--- src/rtl/uart_serial_ctrl_pkg.sv ---
// uart_serial_ctrl_pkg: shared bus constants and types for the serial controller
package uart_serial_ctrl_pkg;
    localparam logic MEM_WRITE = 1'b1;
    localparam logic MEM_READ = 1'b0;
    localparam logic ENABLE = 1'b1;
    localparam int MEM_BUS = 16;
    localparam int SERIAL_DEFAULT_CLK_DIV = 1250;
    typedef logic [7:0] byte_t;
endpackage

--- src/rtl/uart_rx.sv ---
// uart_rx: 8N1 receiver with input synchronizer, start-glitch rejection and stop check
module uart_rx import uart_serial_ctrl_pkg::*; #(
    parameter int CLK_DIV = SERIAL_DEFAULT_CLK_DIV
) (
    input  logic  clk,
    input  logic  rst,
    input  logic  rxd,
    output logic  valid,
    output byte_t data
);
    localparam logic [1:0] RX_IDLE = 2'd0;
    localparam logic [1:0] RX_START = 2'd1;
    localparam logic [1:0] RX_DATA = 2'd2;
    localparam logic [1:0] RX_STOP = 2'd3;
    localparam int CW = $clog2(CLK_DIV);
    localparam logic [CW-1:0] LAST = CW'(CLK_DIV - 1);
    localparam logic [CW-1:0] HALF = CW'(CLK_DIV / 2 - 1);

    logic [1:0]    state;
    logic [CW-1:0] cnt;
    logic [2:0]    bit_idx;
    logic          sync1, rxs, wrap;

    assign wrap = cnt == LAST;

    always_ff @(posedge clk) begin
        if (rst) begin
            sync1 <= 1'b1;
            rxs <= 1'b1;
            state <= RX_IDLE;
            cnt <= '0;
            bit_idx <= '0;
            data <= '0;
            valid <= 1'b0;
        end else begin
            sync1 <= rxd;
            rxs <= sync1;
            valid <= 1'b0;
            case (state)
                RX_IDLE: begin
                    cnt <= '0;
                    if (!rxs) state <= RX_START;
                end
                RX_START: begin
                    // Half a bit in: a line back high was only a glitch
                    cnt <= (cnt == HALF) ? '0 : cnt + 1'b1;
                    if (cnt == HALF) begin
                        state <= rxs ? RX_IDLE : RX_DATA;
                        bit_idx <= '0;
                    end
                end
                RX_DATA: begin
                    cnt <= wrap ? '0 : cnt + 1'b1;
                    if (wrap) begin
                        data <= {rxs, data[7:1]};
                        bit_idx <= bit_idx + 1'b1;
                        if (bit_idx == 3'd7) state <= RX_STOP;
                    end
                end
                default: begin
                    cnt <= wrap ? '0 : cnt + 1'b1;
                    if (wrap) begin
                        valid <= rxs;
                        state <= RX_IDLE;
                    end
                end
            endcase
        end
    end
endmodule

--- src/rtl/uart_tx.sv ---
// uart_tx: 8N1 transmitter with its own baud counter, restarted on each frame
module uart_tx import uart_serial_ctrl_pkg::*; #(
    parameter int CLK_DIV = SERIAL_DEFAULT_CLK_DIV
) (
    input  logic  clk,
    input  logic  rst,
    input  logic  start,
    input  byte_t data,
    output logic  txd,
    output logic  ready
);
    localparam logic [1:0] TX_IDLE = 2'd0;
    localparam logic [1:0] TX_START = 2'd1;
    localparam logic [1:0] TX_DATA = 2'd2;
    localparam logic [1:0] TX_STOP = 2'd3;
    localparam int CW = $clog2(CLK_DIV);
    localparam logic [CW-1:0] LAST = CW'(CLK_DIV - 1);

    logic [1:0]    state;
    logic [CW-1:0] cnt;
    logic [2:0]    bit_idx;
    byte_t         shift;
    logic          wrap;

    assign wrap = cnt == LAST;

    always_ff @(posedge clk) begin
        if (rst) begin
            state <= TX_IDLE;
            cnt <= '0;
            bit_idx <= '0;
            shift <= '0;
            txd <= 1'b1;
            ready <= 1'b1;
        end else begin
            // Holding the counter at zero while idle gives every frame a fresh bit period
            cnt <= (state == TX_IDLE || wrap) ? '0 : cnt + 1'b1;
            case (state)
                TX_IDLE: if (start) begin
                    state <= TX_START;
                    shift <= data;
                    txd <= 1'b0;
                    ready <= 1'b0;
                end
                TX_START: if (wrap) begin
                    state <= TX_DATA;
                    bit_idx <= '0;
                    txd <= shift[0];
                    shift <= shift >> 1;
                end
                TX_DATA: if (wrap) begin
                    if (bit_idx == 3'd7) begin
                        state <= TX_STOP;
                        txd <= 1'b1;
                    end else begin
                        bit_idx <= bit_idx + 1'b1;
                        txd <= shift[0];
                        shift <= shift >> 1;
                    end
                end
                default: if (wrap) begin
                    state <= TX_IDLE;
                    ready <= 1'b1;
                end
            endcase
        end
    end
endmodule

--- src/rtl/uart_serial_ctrl.sv ---
// uart_serial_ctrl: MMU-facing serial port with 8N1 TX/RX and a one-byte receive holding register
module uart_serial_ctrl import uart_serial_ctrl_pkg::*; #(
    parameter int CLK_DIV = SERIAL_DEFAULT_CLK_DIV,
    parameter int DATA_W = MEM_BUS
) (
    input  logic              clk,
    input  logic              rst,
    input  logic              serial_enable_i,
    input  logic              serial_readWrite_i,
    input  logic              serial_dataSel_i,
    input  logic [DATA_W-1:0] serial_dataWrite_i,
    output logic [DATA_W-1:0] serial_dataRead_o,
    output logic              serial_sendComplete_o,
    output logic              serial_receiveComplete_o,
    input  logic              uart_rxd_i,
    output logic              uart_txd_o
);
    logic  wr_data, rd_data, rx_valid;
    byte_t rx_data, rx_hold;
    logic  unused_upper;

    assign wr_data = (serial_enable_i == ENABLE) & (serial_readWrite_i == MEM_WRITE) & serial_dataSel_i;
    assign rd_data = (serial_enable_i == ENABLE) & (serial_readWrite_i == MEM_READ) & serial_dataSel_i;
    assign unused_upper = |serial_dataWrite_i[DATA_W-1:8];
    assign serial_dataRead_o = {{(DATA_W - 8){1'b0}}, rx_hold};

    uart_tx #(.CLK_DIV(CLK_DIV)) u_tx (
        .clk(clk),
        .rst(rst),
        .start(wr_data),
        .data(serial_dataWrite_i[7:0]),
        .txd(uart_txd_o),
        .ready(serial_sendComplete_o)
    );

    uart_rx #(.CLK_DIV(CLK_DIV)) u_rx (
        .clk(clk),
        .rst(rst),
        .rxd(uart_rxd_i),
        .valid(rx_valid),
        .data(rx_data)
    );

    // A byte landing in the same cycle as a read keeps the flag set
    always_ff @(posedge clk) begin
        if (rst) begin
            rx_hold <= '0;
            serial_receiveComplete_o <= 1'b0;
        end else if (rx_valid) begin
            rx_hold <= rx_data;
            serial_receiveComplete_o <= 1'b1;
        end else if (rd_data) begin
            serial_receiveComplete_o <= 1'b0;
        end
    end
endmodule

--- config.mk ---
export PLATFORM = sky130hd
export DESIGN_NAME = uart_serial_ctrl
export DESIGN_NICKNAME = d
export VERILOG_FILES = /design/src/rtl/uart_serial_ctrl_pkg.sv /design/src/rtl/uart_rx.sv /design/src/rtl/uart_tx.sv /design/src/rtl/uart_serial_ctrl.sv
export SDC_FILE = /design/constraint.sdc
export NUM_CORES = 1
export LEC_CHECK = 0
export BUFFER_PORTS_ARGS = -buffer_cell sky130_fd_sc_hd__buf_2
export CAP_MARGIN = 0
export CORE_ASPECT_RATIO = 0.7
export CORE_UTILIZATION = 50
export DETAILED_ROUTE_END_ITERATION = 8
export GPL_TIMING_DRIVEN = 0
export MAX_ROUTING_LAYER = met4
export PLACE_DENSITY = 0.75
export REMOVE_ABC_BUFFERS = 1
export SLEW_MARGIN = 20
export SYNTH_ARGS = -nofsm -noshare
export SYNTH_HDL_FRONTEND = slang
export SYNTH_SLANG_ARGS = --single-unit
--- constraint.sdc ---
create_clock -name clk -period 2.4 [get_ports clk]
set_clock_uncertainty 0.1 [all_clocks]
set_input_delay 0.12 -clock clk [delete_from_list [all_inputs] [get_ports clk]]
set_output_delay 0.12 -clock clk [all_outputs]
set_load 0.02 [all_outputs]
==> flow_summary.json <==
{
  "place_inst": 396,
  "critPathLaunchType": "register",
  "cts_tree": "yes",
  "die_x_um": 93.01,
  "maxSlewHeadroom_pct": 47.44,
  "synthesis.area_um2": 2899,
  "grt-ovfl-total": 0,
  "p_int_mw": 1.847,
  "worstSkewPairLatency_ns": 0.33,
  "p_leak_nw": 1.302,
  "drc": 0,
  "cts.sinks": 62,
  "io_pins": 41,
  "worstPathCellList": "inv_1, ha_1, nand2_1, a41oi_2, nor3_4, nor2_1, a211oi_1",
  "instances_no_fill": 414,
  "cp-end-kind": "register",
  "period_minus_slack_ns": 2.074,
  "layout.nets": 376,
  "ys_types": 48,
  "p_sw_share_pct": 34.40,
  "postSynthCellCount": 311,
  "p_sw_uw": 968.2,
  "drtPass1Iterations": 4,
  "fin_ws_ns": 0.3256,
  "p_seq_share_pct": 43.6,
  "post-dp-hpwl_um": 3391,
  "power_frac_comb_pct": 29.3,
  "rows": 22,
  "slew_viol_final": 0,
  "drive_gt1_share_pct": 16.08,
  "stdcell_area_um2": 3217,
  "ys_seq_area_share_pct": 42.81,
  "ys.flop_type": "dfxtp_1",
  "finalSetupViolations": 0,
  "globalplace.congestion": 0.7667,
  "yosysTopAreaCellShare_pct": 42.81,
  "synth_edf_count": 0,
  "cts_buffer_depth": 2,
  "numCtsBuffers": 9,
  "crit_path_max_fanout": 16,
  "min_path_type": "input port to register",
  "yosys_warnings": 0,
  "die_h_um": 65.71,
  "fin_tns_setup_ns": 0,
  "ys_seq_elements": 62,
  "maxCapViolCount": 0,
  "die-area_um2": 6111,
  "areaGrowthSynthToFinish_pct": 10.96,
  "synth.largest_area_cell": "dfxtp_1",
  "p_clk_share_pct": 27.0,
  "grt_pass1_vias": 1995,
  "place_area_um2": 3030,
  "crit_buf_inv": 1,
  "antenna_found_initial": 0,
  "drtAntennaViolNets": 0,
  "cp_slowest_cell": "nor3_4",
  "cts-root-buf": "clkbuf_8",
  "grt_pass1_wl_um": 8431,
  "initial_core_util_pct": 53.46,
  "coreArea_um2": 5423,
  "drt_wl_total_um": 4804,
  "grtUsageTotal_pct": 18.02,
  "peakVddDrop_v": 0.0004705,
  "cp_slowest_stage_delay_ns": 0.50,
  "hold_violations": 0,
  "timing.fmax_ghz": 0.4821,
  "period_share_pct": 86.43,
  "critPathArrivalTime_ns": 2.21,
  "cts_setup_buffers": 0,
  "avgSynthCellArea_um2": 9.322,
  "path_clk_slew_ns": 0.07,
  "critPathTopFamily": "simple AND/OR/NAND/NOR gates",
  "grt_max_degree": 41,
  "grt_setup_unrepaired": "no",
  "place_ws_ns": 0.3294,
  "powerDensity_nw_per_um2": 875.0,
  "crit_required_ns": 2.54,
  "drt_iter0_markers": 86,
  "worstSetupPathType": "register to register",
  "post_drt_wl_per_cell_um": 11.60,
  "routed-via-count": 2092,
  "via_per_inst": 5.053,
  "synthTopCellsByArea": "dfxtp_1, mux2i_1, nor2_1",
  "io_buffers": 24,
  "diodes": 0,
  "status": "finished clean",
  "tightest_slew_ns": 0.7831,
  "htree_levels": 3,
  "async_flop_share_pct": 0
}
[metal layers]
metal | vias up | part of all wire [%] | global-route usage [%]
met5 | - | 0 | -
met4 | 0 | 1.4 | 6.923
met3 | 9 | 3.6 | 4.861
met2 | 31 | 43 | 27.48
met1 | 954 | 52 | 22.90
li1 | 1098 | - | -
[synthesized netlist by cell type (2+ instances only)]
cell      number
xnor2_1       11
nor4_1         2
a21oi_1        5
and2_1         2
a211oi_1       6
nand2_1       17
xor2_1         7
clkbuf_1       9
nand4_1        2
a31o_2         3
mux2i_1       25
nand3b_1       2
or2_2          3
a31oi_1        3
nor2_1        60
nand3_1       10
and3_1         6
inv_1         15
o21ai_0        5
nor3_1         5
dfxtp_1       62
ha_1          17
buf_4          8
a211oi_2       2
[stage by stage]
stage	total power [mW]	util (%)	hold slack, ns
2_1_floorplan	1.887	-	0.08465
3_3_place_gp	2.048	55.88	0.2043
3_5_place_dp	2.068	55.88	0.2074
4_1_cts	2.842	59.32	0.01077
5_1_grt	3.013	59.32	0.02964
6_report	2.815	59.32	0.02266
[cell families after synthesis]
family	share of synthesized area, %
AOI/OAI and AO/OA	8.718
xor gates and xnor gates	5.438
adders and majority gates	7.337
buffers and inverters	5.567
DFF	42.81
muxes	8.632
other	0.1294
and+or+nand+nor	21.36
[power by group through the flow]
stage	combinational [mW]	sequential, mW	clock (mW)
finish	0.825	1.23	0.761
global route	0.933	1.25	0.833
CTS	0.828	1.23	0.784
detailed placement	0.816	1.25	0
global placement	0.802	1.25	0
floorplan	0.636	1.25	0
[timing repair]
item	in CTS	in global routing
hold buffers	2	0
endpoints found under the hold margin	2	0
gates resized for setup	0	0
[worst paths after layout]
| path | depth (start not counted) | from | to | slack (ns) |
|---|---|---|---|---|
| setup / recovery | 7 | u_tx.state[0] | u_tx.shift[2] | 0.33 |
| hold / removal | 3 | serial_dataWrite_i[0] | u_tx.shift[0] | 0.02 |
| setup reg to reg | 7 | u_tx.state[0] | u_tx.shift[2] | 0.33 |
| hold reg to reg | 1 | u_rx.sync1 | u_rx.rxs | 0.31 |
[worst min-delay path, stage by stage]
cell	delay [ns]
buf_2	0.10
mux2i_1	0.11
a211oi_1	0.08
[sequential cells by signal (all words and copies together), names as in the netlist]
signal                    flops
u_rx.data                     8
u_tx.txd                      1
u_rx.bit_idx                  3
u_tx.ready                    1
u_rx.rxs                      1
u_tx.shift                    8
rx_hold                       8
u_rx.sync1                    1
serial_receiveComplete_o      1
u_rx.valid                    1
u_rx.cnt                     11
u_tx.bit_idx                  3
u_tx.cnt                     11
u_tx.state                    2
u_rx.state                    2
[cells in the final DEF, fill, tap and decap left out, drive strengths merged, types with 2 or more instances in the layout]
| master | netlist | layout |
|---|---|---|
| xnor2 | 11 | 11 |
| buf | 9 | 24 |
| and3 | 6 | 6 |
| a21oi | 5 | 5 |
| nand3b | 2 | 2 |
| and2 | 2 | 2 |
| nor4 | 3 | 3 |
| xor2 | 7 | 7 |
| nand2b | 2 | 2 |
| a31oi | 3 | 3 |
| or2 | 4 | 4 |
| o21ai | 5 | 5 |
| inv | 15 | 15 |
| clkinv | 0 | 4 |
| a41oi | 2 | 2 |
| mux2i | 25 | 25 |
| conb | 1 | 8 |
| nor3 | 7 | 7 |
| dfxtp | 62 | 62 |
| nand2 | 17 | 17 |
| a211oi | 8 | 8 |
| nand4 | 2 | 2 |
| clkbuf | 9 | 10 |
| nor2 | 60 | 60 |
| nand3 | 11 | 11 |
| a31o | 3 | 3 |
| clkinvlp | 0 | 2 |
| dlygate4sd3 | 0 | 2 |
| ha | 17 | 17 |
[layout make-up]
type	count	area, um2
clock buffers	10	127.6
clock inverters	6	38.79
fillers	458	2206
inverters	15	56.30
multi-input cells	223	1523
flip-flops and latches	62	1241
well taps	72	90.09
repair buffers	26	140.1
Note: power is estimated with default switching activity, not from simulation.
